File: src/rtl/apb_pkg.sv
// Shared APB definitions: FSM state encoding, bus widths, default protection
// attribute and a helper for sizing the ACCESS wait counter.
package apb_pkg;

    typedef enum logic [1:0] {
        ST_IDLE   = 2'd0,
        ST_SETUP  = 2'd1,
        ST_ACCESS = 2'd2,
        ST_RESP   = 2'd3
    } apb_state_e;

    localparam int APB_DATA_W = 32;
    localparam int APB_STRB_W = 4;

    // Normal, secure, data access.
    localparam logic [2:0] PPROT_DEFAULT = 3'b000;

    // The wait counter only has to reach timeout-1, so log2(timeout) bits suffice.
    function automatic int cnt_width(input int timeout);
        return (timeout > 1) ? $clog2(timeout) : 1;
    endfunction

endpackage

File: src/rtl/apb_initiator_reset_sync.sv
// Reset synchroniser: asserts asynchronously with rst_i, releases only after
// two clean clock edges so downstream flops never see a release near an edge.
module reset_sync (
    input  logic clk,
    input  logic rst_i,
    output logic rst
);

    logic [1:0] sync_q;

    // Shift a zero in behind the asynchronous set.
    always_ff @(posedge clk or posedge rst_i) begin
        // NOTE: sequential state is always assigned with <=, so every flop samples
        // pre-edge values regardless of statement order.
        if (rst_i) begin
            sync_q <= 2'b11;
        end else begin
            sync_q <= {sync_q[0], 1'b0};
        end
    end

    assign rst = sync_q[1];

endmodule

File: src/rtl/apb_initiator.sv
// APB3/APB4 initiator: turns single fabric read/write commands into APB
// SETUP/ACCESS phases and returns data/error on a valid/ready response channel.
module apb_initiator
    import apb_pkg::*;
#(
    parameter int         ADDR_W    = 12,
    parameter int         DATA_W    = APB_DATA_W,
    parameter int         TIMEOUT   = 255,
    parameter logic [2:0] PPROT_VAL = PPROT_DEFAULT
) (
    input  logic                  clk,
    input  logic                  rst_i,
    // command channel
    input  logic                  cmd_valid,
    output logic                  cmd_ready,
    input  logic                  cmd_write,
    input  logic [ADDR_W-1:0]     cmd_addr,
    input  logic [DATA_W-1:0]     cmd_wdata,
    input  logic [APB_STRB_W-1:0] cmd_strb,
    // response channel
    output logic                  rsp_valid,
    input  logic                  rsp_ready,
    output logic [DATA_W-1:0]     rsp_rdata,
    output logic                  rsp_err,
    output logic                  rsp_timeout,
    // APB requester port
    output logic                  psel,
    output logic                  penable,
    output logic                  pwrite,
    output logic [ADDR_W-1:0]     paddr,
    output logic [DATA_W-1:0]     pwdata,
    output logic [APB_STRB_W-1:0] pstrb,
    output logic [2:0]            pprot,
    input  logic [DATA_W-1:0]     prdata,
    input  logic                  pready,
    input  logic                  pslverr
);

    localparam int CNT_W = cnt_width(TIMEOUT);

    logic rst;

    apb_state_e state_q;
    apb_state_e state_d;

    logic [ADDR_W-1:0]     addr_q;
    logic                  write_q;
    logic [DATA_W-1:0]     wdata_q;
    logic [APB_STRB_W-1:0] strb_q;
    logic [CNT_W-1:0]      count_q;
    logic [DATA_W-1:0]     rdata_q;
    logic                  err_q;
    logic                  timeout_q;

    logic accept;
    logic timeout_hit;

    reset_sync u_reset_sync (
        .clk   (clk),
        .rst_i (rst_i),
        .rst   (rst)
    );

    assign accept = cmd_valid && cmd_ready;

    // count_q holds the wait cycles already spent, so the current cycle is the
    // TIMEOUT-th one when count_q == TIMEOUT-1. A pready in that cycle still wins.
    assign timeout_hit = (TIMEOUT != 0) && (state_q == ST_ACCESS) && !pready &&
                         (count_q == CNT_W'(TIMEOUT - 1));

    // State register.
    always_ff @(posedge clk or posedge rst) begin
        if (rst) begin
            state_q <= ST_IDLE;
        end else begin
            state_q <= state_d;
        end
    end

    // Next-state logic.
    always_comb begin
        // NOTE: default assignment first so no path leaves state_d unassigned,
        // which would otherwise infer a latch.
        state_d = state_q;
        case (state_q)
            ST_IDLE:   if (accept) state_d = ST_SETUP;
            ST_SETUP:  state_d = ST_ACCESS;
            ST_ACCESS: if (pready || timeout_hit) state_d = ST_RESP;
            ST_RESP:   if (rsp_ready) state_d = ST_IDLE;
            default:   state_d = ST_IDLE;
        endcase
    end

    // Control outputs decoded from the current state.
    always_comb begin
        cmd_ready = 1'b0;
        psel      = 1'b0;
        penable   = 1'b0;
        rsp_valid = 1'b0;
        case (state_q)
            ST_IDLE:   cmd_ready = !rst;
            ST_SETUP:  psel      = 1'b1;
            ST_ACCESS: begin
                psel    = 1'b1;
                penable = 1'b1;
            end
            ST_RESP:   rsp_valid = 1'b1;
            default:   ;
        endcase
    end

    // Command capture, wait counter and response capture.
    always_ff @(posedge clk or posedge rst) begin
        if (rst) begin
            addr_q    <= '0;
            write_q   <= 1'b0;
            wdata_q   <= '0;
            strb_q    <= '0;
            count_q   <= '0;
            rdata_q   <= '0;
            err_q     <= 1'b0;
            timeout_q <= 1'b0;
        end else begin
            if (accept) begin
                addr_q  <= cmd_addr;
                write_q <= cmd_write;
                // Reads never drive write data or strobes onto the bus.
                wdata_q <= cmd_write ? cmd_wdata : '0;
                strb_q  <= cmd_write ? cmd_strb  : '0;
                count_q <= '0;
            end
            if (state_q == ST_ACCESS) begin
                if (pready) begin
                    rdata_q   <= write_q ? '0 : prdata;
                    err_q     <= pslverr;
                    timeout_q <= 1'b0;
                end else if (timeout_hit) begin
                    rdata_q   <= '0;
                    err_q     <= 1'b1;
                    timeout_q <= 1'b1;
                end else begin
                    count_q <= count_q + CNT_W'(1);
                end
            end
            if ((state_q == ST_RESP) && rsp_ready) begin
                count_q <= '0;
            end
        end
    end

    // Payload is only presented while selected, so an async reset clears it too.
    assign pwrite = psel && write_q;
    assign paddr  = psel ? addr_q    : '0;
    assign pwdata = psel ? wdata_q   : '0;
    assign pstrb  = psel ? strb_q    : '0;
    assign pprot  = psel ? PPROT_VAL : 3'b000;

    assign rsp_rdata   = rdata_q;
    assign rsp_err     = err_q;
    assign rsp_timeout = timeout_q;

endmodule

File: config.mk
export PLATFORM = sky130hd
export DESIGN_NAME = apb_initiator
export DESIGN_NICKNAME = d
export VERILOG_FILES = /design/src/rtl/apb_pkg.sv /design/src/rtl/apb_initiator_reset_sync.sv /design/src/rtl/apb_initiator.sv
export SDC_FILE = /design/constraint.sdc
export NUM_CORES = 1
export LEC_CHECK = 0
export ABC_AREA = 1
export ABC_CLOCK_PERIOD_IN_PS = 3030
export CORE_MARGIN = 5
export CORE_UTILIZATION = 55
export DETAILED_ROUTE_END_ITERATION = 8
export DONT_BUFFER_PORTS = 1
export GPL_TIMING_DRIVEN = 1
export HOLD_SLACK_MARGIN = 0.15
export PLACE_DENSITY = 0.7
export SKIP_LAST_GASP = 1
export SLEW_MARGIN = 5
export SYNTH_ARGS = -nofsm -noshare
export SYNTH_HDL_FRONTEND = slang
export SYNTH_SLANG_ARGS = --single-unit
File: constraint.sdc
create_clock -name clk -period 3.03 [get_ports clk]
set_input_delay 0.303 -clock clk [delete_from_list [all_inputs] [get_ports clk]]
set_output_delay 0.303 -clock clk [all_outputs]
set_load 0.005 [all_outputs]
== Yosys cells after proc, flatten, opt, wreduce, memory -nomap -nowiden ==
Index checks and enable logic that the tools add are counted.

* Add/sub/neg operators: 1
* Eq/ne operators: 7
* Mux-type cells: 24
* Reduce and logical (&&, ||, !) cells: 13

{| class="wikitable"
|+ Operator list
! kind !! number
|-
| two-way mux 32 bit || 5
|-
| two-way mux 8 bit || 5
|-
| two-way mux 12 bit || 1
|-
| adder 8 x 1 -> 8 bit, second input constant || 1
|-
| == test 8 bit, second input constant || 1
|-
| two-way mux 4 bit || 2
|-
| case mux 2 bit (4 select lines) || 1
|-
| two-way mux 1 bit || 7
|-
| two-way mux 2 bit || 3
|-
| logical AND 1 bit || 5
|-
| == test 2 bit, second input constant || 2
|-
| inequality test 2 bit, second input constant || 2
|-
| AND reduction 3 bit || 1
|-
| == test 2 x 1 -> 1 bit, second input constant || 1
|-
| logical NOT 1 bit || 2
|-
| logical NOT 2 bit || 1
|-
| inequality test 2 x 1 -> 1 bit, second input constant || 1
|-
| AND reduction 2 bit || 1
|-
| nonzero test 2 bit || 1
|-
| OR reduction 2 bit || 1
|-
| logical OR 1 bit || 1
|}

* Register bits after elaboration: 95

== Logic depth before layout (Yosys ltp) ==
Gate-level depths: netlist of the first run.

* Word-level depth: 8
* Depth in mapped cells: 10
* Depth with buffers taken out: 9

== Cells and area by module ==
From an unflattened synthesis of the first run, not the netlist that was laid out.

* Cells, all modules: 585
* Area, all modules: 4,734.5 µm²

{| class="wikitable"
|+ Modules (own cells, without submodules)
! module !! times used !! cells each !! area an instance (µm²) !! seq. area each (µm²)
|-
| apb_initiator || 1 || 581 || 4,674.5 || 2,327.2
|-
| reset_sync || 1 || 4 || 60.1 || 52.6
|}

== Worst setup path after synthesis of the first run ==
Ideal clock, no wire load.

* Path kind: reg-to-output
* Start point: reg state_q[1]
* End point: out pwdata[0]
* Arrival time: 1.290 ns
* Required time: 2.727 ns
* Path slack: 1.437 ns
* Cell stages (with the launch flop): 7
* Buffers on the path: 2
* Cell sequence: dfrtp_1 inv_1 ha_1 clkbuf_1 clkbuf_1 nand2_1 inv_1

* Longest elaborated chain between the ends: 4
* Elaborated cells on any way between the ends: 5
* Those cells by class: eq/ne (2); mux (2); reduce/logical (1)

{| class="wikitable"
|+ RTL lines
! what !! line !! source
|-
| from (decl) || apb_initiator.sv:43 || <nowiki>apb_state_e state_q;</nowiki>
|-
| from (signal assigned) || apb_initiator.sv:76 || <nowiki>state_q <= state_d;</nowiki>
|-
| == test 2 bit / == test 2 x 1 -> 1 bit (equally long branches) || apb_initiator.sv:100 || <nowiki>case (state_q)</nowiki>
|-
| OR reduction 2 bit (no source line) * || -- ||
|-
| two-way mux 1 bit * || apb_initiator.sv:100 ||
|-
| net psel || apb_initiator.sv:27 || <nowiki>output logic psel,</nowiki>
|-
| two-way mux 32 bit * || apb_initiator.sv:154 || <nowiki>assign pwdata = psel ? wdata_q : '0;</nowiki>
|-
| to (decl) || apb_initiator.sv:31 || <nowiki>output logic [DATA_W-1:0] pwdata,</nowiki>
|}

Mark *: on every way through the listed nets, which the timed path passes. The rest lies on a longest branch.

== Final worst setup path of the first run ==
* Start point: reg state_q[0]
* End point: out pwdata[8]

* Longest elaborated chain between the ends: 4
* Elaborated cells on any way between the ends: 5
* Those cells by class: eq/ne (2); mux (2); reduce/logical (1)

{| class="wikitable"
|+ RTL lines
! what !! line
|-
| == test 2 bit / == test 2 x 1 -> 1 bit (equally long branches) || apb_initiator.sv:100
|-
| OR reduction 2 bit (no source line) * || --
|-
| two-way mux 1 bit * || apb_initiator.sv:100
|-
| two-way mux 32 bit * || apb_initiator.sv:154
|}

Mark *: on every way between the ends. The rest lies on a longest branch, timed or not.

==> reports/results.tsv, run 1 <==
metric	value	unit
crit_slowest_cell	ha_1	
cap_violations	0	
hold_path.class	in -> reg	
fin_crit_sh	0.792	
r2r-start	state_q[0]$_DFFE_PP0P_	
postSynthAreaPerCell	7.75	µm²
worstPathRequired	2.73	ns
final_cell_area	5600	µm²
outcome	completed	
antenna_cells	0	
dr.pass1.iters	5	
grt_pass1_wl	18.9	mm
cts_buffers	9	
rr_worst_depth	8	
end_kind	output pin	
met2_length	5.87	mm
hold_violations	0	
tightest_slew	0.752	ns
yosys_warnings	0	
yosys.area.top_type	dfrtp_1	
hold_start	rsp_ready	
initial_core_util	0.557	
cts.clk_slew.worst_paths	0.09	ns
io_pins	177	
routed.top_layer	met4	
cts_buffer_depth	2	
crit_path_cell_trace	inv_1, ha_1, buf_12, nand2_1, inv_1	
clkLatencyLatePin	0.37	ns
synth_top_cells_by_count	nand2_1 (232), dfrtp_1 (93), nand3_1 (73), inv_1 (68), o21ai_0 (39)	
hold_depth	4	
route.detailed.drc	0	
cts_hold_buf	83	
async_flop_share	1.00	
synth_edf_count	0	
slew_viol_final	0	
finalSetupViolCount	0	
rrSetupSlack	0.76	ns
fp.dieArea	10200	µm²
globalplace.congestion	0.857	
place_area	4550	µm²
vias_per_cell	5.24	
synth_seq_area_share	0.525	
crit_top_cell	inv_1	
synth_area	4530	µm²
leakage	3.12	nW
critical_path_class	reg -> out	
synth_cell_types	27	
timing.rr.end	rsp_rdata[25]$_DFFE_PP0P_	
route.antenna.remaining_nets	0	
met1Wirelength	4.65	mm
hpwl	7.31	mm
ctsResizeCount	0	
crit_fanout	34	
fmax	417	MHz
drt_iter0_markers	223	
synth_cells	585	
cts_tree	done	
core	8130	µm²
skew	0.0154	ns
rows	33	
arrival	2.10	ns
layout-drive-gt1-share	0.0504	
start_kind	flop	
tns	0	ns
post_cts_buffers	0	
vias	3979	
synth_area_leaders	dfrtp_1 (51%), nand2_1 (19%), nand3_1 (8.1%)	
syn_to_final_growth	23.5	%
peakVddDrop	674	µV
slew-limit-headroom	0.499	
fp.dieH	101	µm
synth_ff_type	dfrtp_1	
wirelength	11.8	mm
first_global_vias	3929	
synth_top_area_frac	0.513	
whs	0.233	ns
ys_ff_latch	95	
overflow	0	
powerDensity	825	nW/µm²
antenna_found_initial	0	
wl_per_cell	15.6	µm
crit_family	adder cells	
cts.sinks	95	
yosys.cell_count.top_type	nand2_1	
cts-htree-levels	3	
io_buffers	0	
rsz0062_at_grt	false	
grt_max_degree	69	
wl_met3	1.00	mm
fin_nets	743	
crit_buf_inv	3	
track_usage	0.235	
cp_slowest_stage_delay	0.78	ns
min_to	state_q[1]$_DFFE_PP0P_	
root_buffer	clkbuf_8	
min_period	2.40	ns
die_w	101	µm
## flip-flops by register name, summed over array words and instances, names as in the netlist
name                 count
count_q                  8
rsp_err                  1
addr_q                  12
rsp_rdata               32
u_reset_sync.sync_q      2
write_q                  1
wdata_q                 32
state_q                  2
rsp_timeout              1
strb_q                   4
## cells by family after synthesis
logic type      Yosys count  share of synthesized area
buf+inv                 106                      0.101
compound gates           46                     0.0522
other cells               1                   0.000827
simple gates            330                      0.302
flops                    95                      0.525
fa+ha+maj                 6                     0.0166
xor+xnor                  1                    0.00193
## metrics by stage
stage,cells,power (mW),util,worst slack (ns)
after floorplan,588,3.24,-,0.261
after global placement,661,3.57,0.559,0.869
after detailed placement,661,3.64,0.559,0.786
after CTS,760,4.63,0.689,0.643
after global routing,760,4.98,0.689,0.493
final,760,4.62,0.689,0.630
## report_power, final
part	total [mW]	switching (mW)	internal, mW	leakage [nW]
Sequential	2.11	0.348	1.76	1.24
Combinational	1.63	1.07	0.561	1.77
Clock	0.881	0.481	0.400	0.109
## worst reg2reg max path, cell delays in order, from the launching register on
cell     delay (ns)
dfrtp_1        0.42
inv_1          0.11
ha_1           0.28
nand2_1        0.12
nor2_1         0.21
nand3_4        0.39
nand2_4        0.44
nand3_1        0.16
nand2_1        0.09
## worst max path at each step
stage                                          start                   endpoint  slack (ns)  depth (start not counted)
floorplan           u_reset_sync.sync_q[1]$_DFF_PP1_      addr_q[0]$_DFFE_PP0P_        0.26                          1
global placement              state_q[0]$_DFFE_PP0P_  rsp_rdata[26]$_DFFE_PP0P_        0.87                          8
detailed placement            state_q[0]$_DFFE_PP0P_   rsp_rdata[7]$_DFFE_PP0P_        0.79                          8
CTS                           state_q[0]$_DFFE_PP0P_                  pwdata[2]        0.64                          5
global route                  state_q[0]$_DFFE_PP0P_  rsp_rdata[21]$_DFFE_PP0P_        0.49                          8
finish                        state_q[0]$_DFFE_PP0P_                  pwdata[8]        0.63                          5
## placed cells by master (no fill, tap or decap), types with 4 or more instances in the layout
cell,netlist,layout
nand3_1,73,73
clkbuf_8,0,9
ha_1,6,6
inv_1,68,67
a21oi_1,4,4
nor2_1,16,15
o21ai_0,39,39
conb_1,1,4
nand2_1,232,231
dlygate4sd3_1,0,82
dfrtp_1,93,93
## per-layer routing
metal | vias to the layer above | track usage
met5 | - | 0
met4 | 0 | 0.0933
met3 | 26 | 0.0581
met2 | 174 | 0.393
met1 | 1863 | 0.292
li1 | 1916 | -
## layout make-up
| class | instances | area [µm²] |
|---|---|---|
| clock buffers | 9 | 124 |
| clock inverters | 7 | 88.8 |
| fillers | 634 | 2530 |
| inverters | 69 | 262 |
| multi-input cells | 387 | 1710 |
| flip-flops and latches | 95 | 2380 |
| well taps | 105 | 131 |
| repair buffers | 88 | 903 |
(Power assumes the default switching activity.)
==> inputs of run 2 (changes only) <==
--- a/config.mk
+++ b/config.mk
@@ -6,14 +6,14 @@
 export NUM_CORES = 1
 export LEC_CHECK = 0
 export ABC_AREA = 1
-export ABC_CLOCK_PERIOD_IN_PS = 3030
+export ABC_CLOCK_PERIOD_IN_PS = 2000
 export CORE_MARGIN = 5
 export CORE_UTILIZATION = 55
 export DETAILED_ROUTE_END_ITERATION = 8
 export DONT_BUFFER_PORTS = 1
 export GPL_TIMING_DRIVEN = 1
 export HOLD_SLACK_MARGIN = 0.15
-export PLACE_DENSITY = 0.7
+export PLACE_DENSITY = 0.73
 export SKIP_LAST_GASP = 1
 export SLEW_MARGIN = 5
 export SYNTH_ARGS = -nofsm -noshare
==> constraint.sdc (replaced) <==
create_clock -name clk -period 2 [get_ports clk]
set_input_delay 0.2 -clock clk [delete_from_list [all_inputs] [get_ports clk]]
set_output_delay 0.2 -clock clk [all_outputs]
set_load 0.005 [all_outputs]
==> reports/results.tsv, run 2 (same netlist as run 1, synthesis figures left out) <==
metric	value	unit	change
skew	0.0160	ns	+0.000653 ns
hpwl	7.69	mm	+5.2%
cts-htree-levels	3		unchanged
fmax	536	MHz	
grt_max_degree	94		+36%
slew-limit-headroom	0.646		+0.147
clkLatencyLatePin	0.37	ns	about the same
vias_per_cell	5.30		+1.2%
core	8130	µm²	unchanged
rows	33		unchanged
finalSetupViolCount	0		unchanged
track_usage	0.242		+0.00669
use_met2	0.430		+0.0365
start_kind	flop		
layout-drive-gt1-share	0.0616		+0.0112
first_global_vias	4159		+5.9%
fp.dieH	101	µm	unchanged
cp-startpoint	state_q[0]$_DFFE_PP0P_		
route.detailed.drc	0		unchanged
fp.dieArea	10200	µm²	unchanged
outcome	completed		
fillers	598		-5.7%
crit_fanout	11		-68%
grtUsageMet3	0.0554		-0.00277
critical_path_class	reg -> reg		
arrival	2.12	ns	+0.02 ns
rsz0062_at_grt	false		
initial_core_util	0.557		unchanged
overflow	0		unchanged
antenna_cells	0		unchanged
grt_pass1_wl	19.8	mm	+5.1%
wl_per_cell	15.8	µm	+1.5%
drt_iter0_markers	251		+13%
hold_start	cmd_valid		
cts.sinks	95		unchanged
hold_violations	0		unchanged
vias	4085		+2.7%
post_cts_buffers	0		unchanged
leakage	3.16	nW	+1.4%
min_period	1.87	ns	
r2r-start	state_q[0]$_DFFE_PP0P_		
cts.clk_slew.worst_paths	0.10	ns	about the same
powerDensity	1240	nW/µm²	+51%
cts_buffer_depth	2		unchanged
wirelength	12.2	mm	+3.0%
final_common_cell	nand2_1		
tightest_slew	0.530	ns	-0.222 ns
globalplace.congestion	0.809		-5.5%
cts_buffers	9		unchanged
antenna_found_initial	0		unchanged
cap_violations	0		unchanged
hold_path.class	in -> reg		
root_buffer	clkbuf_8		
fin_crit_sh	0.934		
worstPathRequired	2.25	ns	-0.48 ns
top_usage_layer	met2		
route.antenna.remaining_nets	0		unchanged
fin_util	0.701		+0.0120
io_buffers	0		unchanged
io_pins	177		unchanged
die_w	101	µm	unchanged
peakVddDrop	773	µV	+15%
tns	0	ns	unchanged
grt_util_met1	0.287		-0.00504
dr.pass1.iters	5		unchanged
syn_to_final_growth	25.7	%	
fin_nets	754		+1.5%
end_kind	flop		
cts_tree	done		
slew_viol_final	0		unchanged
final_cell_mix	nand2_1 (231), dfrtp_1 (93), dlygate4sd3_1 (85)		
## run 2: changes by cell type in the layout (fill, tap and decap cells not counted), sizes merged
cell / delta
buf: +8
clkinvlp: +2
dlygate4sd3: +3
inv: -2
## run 2: layout make-up
cell class	count	area, µm²	share of cell area
clock buffer	9	124	0.0217
clock inverter	7	91.3	0.0160
inverter	69	263	0.0461
multi-input combinational	387	1710	0.300
sequential	95	2380	0.418
tap	105	131	0.0231
timing repair buffer	99	997	0.175
## run 2: critical path, cell delays in order, from the launching register on
cell and delay [ns]:
dfrtp_1 0.41, inv_1 0.12, ha_1 0.19, inv_1 0.05, nor2_1 0.21, nand2_2 0.23, a21oi_1 0.27, nand2_1 0.13
nand2_1 0.09, o21ai_1 0.06
## run 2: routing by layer
metal / vias to the layer above / share of wire
li1: 1932 / -
met1: 1929 / 0.37
met2: 196 / 0.52
met3: 28 / 0.080
met4: 0 / 0.022
met5: - / 0
## run 2: metrics by stage
step           hold slack (ns)  power, mW  instance area [µm²]  worst slack (ns)  cells
2_1_floorplan            0.112       4.90                 4550             0.438    588
3_3_place_gp             0.119       5.40                 4610             0.242    669
3_5_place_dp             0.120       5.53                 4610             0.210    669
4_1_cts                  0.176       7.02                 5690            0.0654    771
5_1_grt                  0.193       7.61                 5700           0.00872    771
6_report                 0.184       7.08                 5700             0.133    771
## run 2: worst paths after layout
kind	cells after the start	end	slack, ns
setup / recovery	9	state_q[0]$_DFFE_PP0P_	0.13
hold / removal	3	addr_q[8]$_DFFE_PP0P_	0.18
setup reg to reg	9	state_q[0]$_DFFE_PP0P_	0.13
hold reg to reg	0	u_reset_sync.sync_q[1]$_DFF_PP1_	0.36
max in group asynchronous	2	wdata_q[31]$_DFFE_PP0P_	1.22
min in group asynchronous	2	u_reset_sync.sync_q[1]$_DFF_PP1_	0.30
## run 2: repair_timing
| item | CTS | global route |
|---|---|---|
| setup endpoints to repair | 0 | 16 |
| resized for setup | 0 | 1 |
| endpoints found under the hold margin | 88 | 0 |
| hold buffers | 86 | 0 |
## run 2: power by group
part | switching, mW | internal, mW
clock | 0.739 | 0.606
combinational | 1.63 | 0.872
sequential | 0.560 | 2.67
total | 2.93 | 4.15
